### src/rtl/datapath_controller_pkg.sv
// Shared encodings for the RISC datapath controller: FSM states, instruction
// classes, instruction field values and datapath select constants.
package datapath_ctrl_pkg;

    typedef enum logic [2:0] {
        ST_WAIT   = 3'd0,
        ST_DECODE = 3'd1,
        ST_WIMM   = 3'd2,
        ST_GETA   = 3'd3,
        ST_GETB   = 3'd4,
        ST_ALU    = 3'd5,
        ST_WREG   = 3'd6
    } state_e;

    typedef enum logic [2:0] {
        CLS_NONE = 3'd0,
        CLS_MOVI = 3'd1,
        CLS_MOVR = 3'd2,
        CLS_ADD  = 3'd3,
        CLS_CMP  = 3'd4,
        CLS_AND  = 3'd5,
        CLS_MVN  = 3'd6,
        CLS_ILL  = 3'd7
    } class_e;

    localparam logic [2:0] OPC_MOV  = 3'b110;
    localparam logic [2:0] OPC_ALU  = 3'b101;

    localparam logic [1:0] OP_MOVI  = 2'b10;
    localparam logic [1:0] OP_MOVR  = 2'b00;
    localparam logic [1:0] OP_ADD   = 2'b00;
    localparam logic [1:0] OP_CMP   = 2'b01;
    localparam logic [1:0] OP_AND   = 2'b10;
    localparam logic [1:0] OP_MVN   = 2'b11;

    localparam logic [2:0] NSEL_NONE = 3'b000;
    localparam logic [2:0] NSEL_RN   = 3'b001;
    localparam logic [2:0] NSEL_RD   = 3'b010;
    localparam logic [2:0] NSEL_RM   = 3'b100;

    localparam logic [1:0] VSEL_C     = 2'b00;
    localparam logic [1:0] VSEL_PC    = 2'b01;
    localparam logic [1:0] VSEL_IMM8  = 2'b10;
    localparam logic [1:0] VSEL_MDATA = 2'b11;

    function automatic class_e decode_class(input logic [2:0] opcode, input logic [1:0] op);
        class_e cls;
        cls = CLS_ILL;
        if (opcode == OPC_MOV) begin
            if (op == OP_MOVI)      cls = CLS_MOVI;
            else if (op == OP_MOVR) cls = CLS_MOVR;
        end else if (opcode == OPC_ALU) begin
            case (op)
                OP_ADD:  cls = CLS_ADD;
                OP_CMP:  cls = CLS_CMP;
                OP_AND:  cls = CLS_AND;
                default: cls = CLS_MVN;
            endcase
        end
        return cls;
    endfunction

endpackage

### src/rtl/datapath_controller_if.sv
// Instruction-side handshake and datapath control bundle of the controller.
interface datapath_controller_if;

    logic       s;
    logic [2:0] opcode;
    logic [1:0] op;
    logic       w;
    logic       illegal;
    logic [2:0] nsel;
    logic       loada;
    logic       loadb;
    logic       loadc;
    logic       loads;
    logic       asel;
    logic       bsel;
    logic [1:0] vsel;
    logic       write;

    // master: instruction source / datapath observer; slave: the controller
    modport master (
        output s, opcode, op,
        input  w, illegal, nsel, loada, loadb, loadc, loads, asel, bsel, vsel, write
    );

    modport slave (
        input  s, opcode, op,
        output w, illegal, nsel, loada, loadb, loadc, loads, asel, bsel, vsel, write
    );

endinterface

### src/rtl/datapath_controller_decode.sv
// Combinational classifier mapping the {opcode, op} instruction fields to a class.
module instr_class_decode
    import datapath_ctrl_pkg::*;
(
    input  logic [2:0] opcode_i,
    input  logic [1:0] op_i,
    output class_e     cls_o
);

    always_comb begin
        cls_o = decode_class(opcode_i, op_i);
    end

endmodule

### src/rtl/datapath_controller.sv
// Moore FSM sequencing the 16-bit RISC datapath, one instruction per start pulse.
module datapath_controller
    import datapath_ctrl_pkg::*;
(
    input  logic                  clk,
    input  logic                  reset_n,
    datapath_controller_if.slave  bus
);

    state_e     state_q, state_d;
    class_e     cls_q, cls_d;
    class_e     dec_cls;
    logic       illegal_q, illegal_d;

    logic       w_c;
    logic [2:0] nsel_c;
    logic       loada_c, loadb_c, loadc_c, loads_c;
    logic       asel_c, bsel_c;
    logic [1:0] vsel_c;
    logic       write_c;

    instr_class_decode u_decode (
        .opcode_i (bus.opcode),
        .op_i     (bus.op),
        .cls_o    (dec_cls)
    );

    always_ff @(posedge clk or negedge reset_n) begin
        if (!reset_n) begin
            state_q   <= ST_WAIT;
            cls_q     <= CLS_NONE;
            illegal_q <= 1'b0;
        end else begin
            state_q   <= state_d;
            cls_q     <= cls_d;
            illegal_q <= illegal_d;
        end
    end

    always_comb begin
        state_d   = ST_WAIT;
        cls_d     = cls_q;
        illegal_d = illegal_q;
        w_c       = 1'b0;
        nsel_c    = NSEL_NONE;
        loada_c   = 1'b0;
        loadb_c   = 1'b0;
        loadc_c   = 1'b0;
        loads_c   = 1'b0;
        asel_c    = 1'b0;
        bsel_c    = 1'b0;
        vsel_c    = VSEL_C;
        write_c   = 1'b0;

        case (state_q)
            ST_WAIT: begin
                w_c = 1'b1;
                if (bus.s) begin
                    state_d   = ST_DECODE;
                    cls_d     = dec_cls;
                    illegal_d = 1'b0;
                end
            end
            ST_DECODE: begin
                case (cls_q)
                    CLS_MOVI:                   state_d = ST_WIMM;
                    CLS_MOVR, CLS_MVN:          state_d = ST_GETB;
                    CLS_ADD, CLS_AND, CLS_CMP:  state_d = ST_GETA;
                    CLS_ILL: begin
                        state_d   = ST_WAIT;
                        illegal_d = 1'b1;
                    end
                    default:                    state_d = ST_WAIT;
                endcase
            end
            ST_WIMM: begin
                nsel_c  = NSEL_RN;
                vsel_c  = VSEL_IMM8;
                write_c = 1'b1;
                state_d = ST_WAIT;
            end
            ST_GETA: begin
                nsel_c  = NSEL_RN;
                loada_c = 1'b1;
                state_d = ST_GETB;
            end
            ST_GETB: begin
                nsel_c  = NSEL_RM;
                loadb_c = 1'b1;
                state_d = ST_ALU;
            end
            ST_ALU: begin
                // MOV Rd,Rm and MVN pass B alone through the ALU, so A is zeroed
                asel_c  = (cls_q == CLS_MOVR) || (cls_q == CLS_MVN);
                loadc_c = (cls_q != CLS_CMP);
                loads_c = (cls_q == CLS_CMP);
                state_d = (cls_q == CLS_CMP) ? ST_WAIT : ST_WREG;
            end
            ST_WREG: begin
                nsel_c  = NSEL_RD;
                vsel_c  = VSEL_C;
                write_c = 1'b1;
                state_d = ST_WAIT;
            end
            default: state_d = ST_WAIT;
        endcase
    end

    assign bus.w       = w_c;
    assign bus.illegal = illegal_q;
    assign bus.nsel    = nsel_c;
    assign bus.loada   = loada_c;
    assign bus.loadb   = loadb_c;
    assign bus.loadc   = loadc_c;
    assign bus.loads   = loads_c;
    assign bus.asel    = asel_c;
    assign bus.bsel    = bsel_c;
    assign bus.vsel    = vsel_c;
    assign bus.write   = write_c;

endmodule

### src/flat_wrapper.sv
// flat-port wrapper written by rule: the top's interface ports become plain ports
module datapath_controller_flat import datapath_ctrl_pkg::*;
  (clk, reset_n, bus_s, bus_opcode, bus_op, bus_w, bus_illegal, bus_nsel, bus_loada, bus_loadb, bus_loadc, bus_loads, bus_asel, bus_bsel, bus_vsel, bus_write);
  datapath_controller_if bus_i ();
  input  logic clk;
  input  logic reset_n;
  input wire logic [$bits(bus_i.s)-1:0] bus_s;
  input wire logic [$bits(bus_i.opcode)-1:0] bus_opcode;
  input wire logic [$bits(bus_i.op)-1:0] bus_op;
  output wire logic [$bits(bus_i.w)-1:0] bus_w;
  output wire logic [$bits(bus_i.illegal)-1:0] bus_illegal;
  output wire logic [$bits(bus_i.nsel)-1:0] bus_nsel;
  output wire logic [$bits(bus_i.loada)-1:0] bus_loada;
  output wire logic [$bits(bus_i.loadb)-1:0] bus_loadb;
  output wire logic [$bits(bus_i.loadc)-1:0] bus_loadc;
  output wire logic [$bits(bus_i.loads)-1:0] bus_loads;
  output wire logic [$bits(bus_i.asel)-1:0] bus_asel;
  output wire logic [$bits(bus_i.bsel)-1:0] bus_bsel;
  output wire logic [$bits(bus_i.vsel)-1:0] bus_vsel;
  output wire logic [$bits(bus_i.write)-1:0] bus_write;
  assign bus_i.s = bus_s;
  assign bus_i.opcode = bus_opcode;
  assign bus_i.op = bus_op;
  assign bus_w = bus_i.w;
  assign bus_illegal = bus_i.illegal;
  assign bus_nsel = bus_i.nsel;
  assign bus_loada = bus_i.loada;
  assign bus_loadb = bus_i.loadb;
  assign bus_loadc = bus_i.loadc;
  assign bus_loads = bus_i.loads;
  assign bus_asel = bus_i.asel;
  assign bus_bsel = bus_i.bsel;
  assign bus_vsel = bus_i.vsel;
  assign bus_write = bus_i.write;
  datapath_controller u_core (.clk(clk), .reset_n(reset_n), .bus(bus_i));
endmodule
### config.mk
export PLATFORM = sky130hd
export DESIGN_NAME = datapath_controller_flat
export DESIGN_NICKNAME = d
export VERILOG_FILES = /design/src/rtl/datapath_controller_pkg.sv /design/src/rtl/datapath_controller_if.sv /design/src/rtl/datapath_controller_decode.sv /design/src/rtl/datapath_controller.sv /design/src/flat_wrapper.sv
export SDC_FILE = /design/constraint.sdc
export NUM_CORES = 1
export LEC_CHECK = 0
export CORE_AREA = 2 2 39 41
export CTS_BUF_LIST = sky130_fd_sc_hd__clkbuf_4 sky130_fd_sc_hd__clkbuf_8
export DETAILED_ROUTE_END_ITERATION = 10
export DIE_AREA = 0 0 41 43
export PLACE_DENSITY = 0.78
export SYNTH_ARGS = -nofsm -noshare
export SYNTH_HDL_FRONTEND = slang
export SYNTH_SLANG_ARGS = --single-unit
### constraint.sdc
create_clock -name clk -period 1.7 [get_ports clk]
set_clock_uncertainty 0.2 [all_clocks]
set_input_delay 0.17 -clock clk [delete_from_list [all_inputs] [get_ports clk]]
set_output_delay 0.17 -clock clk [all_outputs]
set_load 0.02 [all_outputs]
==> impl_results.rst <==
.. list-table::
   :header-rows: 1

   * - Metric
     - Value
   * - Clock tree from TritonCTS
     - built
   * - Final RePlAce weighted congestion
     - 0.738
   * - Synth area leader
     - dfrtp_1
   * - Sequential-to-total area share from yosys stat
     - 31.3%
   * - Fraction of layout cells with a size suffix above 1
     - 36.3%
   * - Synth area leaders
     - dfrtp_1 (31%), ha_1 (8.9%), nor2b_1 (6.7%), nor2_1 (4.7%), nor4b_4 (4.2%)
   * - Clock transition at the registers of the reported paths
     - 50 ps
   * - GR Util All Layers
     - 17.5%
   * - Total of endpoints with negative setup slack in the final report
     - 0
   * - Cts bufs inserted
     - 3
   * - Post-CTS setup buffer count
     - 0
   * - Critical Path Fanout Max
     - 3
   * - Clock root buffer
     - clkbuf_4
   * - Critical path cell sequence
     - or2b_2 -> nor3_2 -> buf_4
   * - Number of max-cap violations
     - 0
   * - Number of distinct library cell variants in the gate-level netlist after synthesis
     - 28
   * - Lkg Pwr
     - 0.432 nW
   * - First-pass GRT wire length
     - 2.01 mm
   * - Number of top-level pins
     - 22
   * - Net count reported at finish
     - 115
   * - Filler cell count in the final layout
     - 139
   * - Required time at the endpoint of the critical path
     - 1330 ps
   * - Max Freq
     - 616 MHz
   * - Top Family by Delay on Critical Path
     - simple AND/OR/NAND/NOR gates
   * - Share of the clock period used by the worst path after layout
     - 95.5%
   * - Post-placement cell count
     - 113
   * - Most instantiated flip-flop cell in the synthesis netlist
     - dfrtp_1
   * - Std-Cell Rows
     - 14
   * - Pwr/cell area
     - 1580 mW/mm²
   * - Wirelength per Cell
     - 10.2 µm
   * - Vias per Instance
     - 4.97
   * - Non-filler instance count after layout
     - 118
   * - Crit path arrival time
     - 1250 ps
   * - VDD IR-drop max
     - 0.607 mV
   * - Total Routed Length
     - 1.21 mm
   * - Netlist area before placement
     - 561 µm²
   * - Total global routing overflow
     - 0
   * - Flops & latches, synth
     - 7
   * - TritonCTS Sinks
     - 7
   * - Number of antenna violations at the first check in global routing
     - 0
   * - Number of port buffers
     - 19
   * - Number of hold violations in the final report
     - 0
   * - Clk_lat worst skew
     - 250 ps
   * - Total number of yosys warnings
     - 0
   * - Delay of the slowest cell on the worst path
     - 360 ps
   * - Top cells by count, synth
     - dfrtp_1 (7), nor2_1 (7), nor2b_1 (6), inv_1 (5)
   * - Horiz. Die Dim
     - 41 µm
   * - Setup CP Type
     - register to output pin
   * - Largest buffer count on any clock path
     - 2
   * - Die Area
     - 0.00176 mm²
   * - Number of enable flip-flop cells after synthesis
     - 0
   * - Path category of the worst min-delay check
     - register to register
   * - DRC marker count from the first detailed-route iteration
     - 3
   * - Initial Util
     - 40.5%
   * - Sort of element at the end of the critical path
     - output pin
   * - HPWL reported at the end of detailed placement
     - 1.00 mm
   * - Post-route ant nets
     - 0
   * - Kind of start point of the critical path
     - register
   * - Final critical delay including setup and external delays
     - 1620 ps
   * - Buffering stage count on the worst path with inverters included
     - 1
   * - Detailed-routing iteration count for the pre-antenna-repair pass
     - 4
   * - Number of vias after detailed routing
     - 587
   * - Post-synthesis average cell area
     - 8.62 µm²
   * - DP Area
     - 863 µm²
   * - Standard cell with the maximum stage delay on the critical path
     - dfrtp_1
   * - Post-synth ARST share
     - 100%
   * - Design area
     - 873 µm²
   * - Vias in the first global route
     - 514
   * - Area overhead of the layout relative to synthesis
     - 55.8%
   * - Area share of the largest cell type after synthesis
     - 31.3%
   * - Slew Limit Fails
     - 0
   * - Total negative slack
     - 0 ps
   * - Post-Syn Instances
     - 65
   * - Number of antenna cells inserted
     - 0
   * - Chip Height
     - 43 µm
   * - Final Power
     - 1.38 mW
   * - H-Tree Depth
     - 1
   * - Outcome
     - finished clean
   * - Number of remaining DRC errors
     - 0
   * - Core region area
     - 0.00138 mm²
   * - Maximum number of pins on one net before global-route repair
     - 11
==> power breakdown <==
part           total, mW  internal (mW)  switching (mW)
Sequential         0.310          0.241          0.0689
Combinational      0.904          0.441           0.463
Clock              0.165          0.105          0.0597
Total               1.38          0.788           0.592
==> logic make-up (layout without fill, tap and decap cells) <==
logic type	after synthesis	count (layout)	share of synthesized area, %
AO/OA/AOI/OAI	15	15	19.6
other	1	2	0.669
buffers and inverters	10	46	10.3
AND/OR/NAND/NOR	28	28	29.2
flip-flops	7	7	31.3
adder cells (fa/ha/maj)	4	4	8.93
==> metal layers <==
layer  global-route usage [%]  share of wire (%)
met1                     18.3                 39
met5                        0                  0
met2                     27.5                 52
met3                     3.14                5.4
met4                     16.0                4.0
==> through the flow <==
step	utilization [%]	hold WS [ps]	setup slack (ps)
2_1_floorplan	-	-326	97.9
3_3_place_gp	62.4	247	-124
3_5_place_dp	62.4	246	-152
4_1_cts	65.0	343	5.62
5_1_grt	63.1	363	-0.131
6_report	63.1	337	75.8
==> layout make-up <==
cell class / count / area, µm² / area share (%)
multi-input combinational: 49 / 347 / 39.7
timing repair buffer: 37 / 283 / 32.4
sequential: 7 / 175 / 20.1
clock buffer: 4 / 30.0 / 3.44
tap: 16 / 20.0 / 2.29
inverter: 5 / 18.8 / 2.15
==> sequential cells by signal (all words and copies together) (netlist names) <==
name / cells
u_core.state_q: 3
u_core.cls_q: 3
u_core.bus.illegal: 1
==> worst register-to-register path: cells and delay by family, from the launching register on <==
| family | cells | cell delay, ps |
|---|---|---|
| DFF | 1 | 370 |
| AOI/OAI and AO/OA | 1 | 120 |
| and+or+nand+nor | 2 | 370 |
| buffers and inverters | 3 | 490 |
==> final timing paths <==
check / cells past startpoint / to / start / slack [ps]
worst min register to register: 2 / u_core.bus.illegal / u_core.bus.illegal / 340
worst max register to register: 6 / u_core.cls_q[2] / u_core.state_q[0] / 80
worst max-delay path: 3 / bus_loads / u_core.cls_q[1] / 80
worst min-delay path: 2 / u_core.bus.illegal / u_core.bus.illegal / 340
max in group asynchronous: 2 / u_core.state_q[1] / reset_n / 560
min in group asynchronous: 2 / u_core.bus.illegal / reset_n / 510
==> cell usage in the layout, fill, tap and decap left out, types with 2 or more instances in the layout <==
cell,instances
nor2b_2,2
dlygate4sd2_1,2
inv_1,5
ha_1,4
a31oi_1,2
nor2b_1,4
o21ai_0,2
and3_1,2
nand2_1,3
clkbuf_2,5
nor3_1,3
nor2_1,7
conb_1,2
dfrtp_1,7
a21oi_1,2
o211ai_1,2
clkdlybuf4s50_1,8
buf_4,18
buf_2,3
clkbuf_4,4
a22o_1,2
==> what timing repair did <==
action | in CTS | in global routing
endpoints found under the setup margin | 12 | 10
pin swaps | 1 | 0
resized for setup | 26 | 16
hold endpoints to repair | 7 | 0
hold buffers | 1 | 0
No activity file was read; power rests on OpenSTA's default activity.
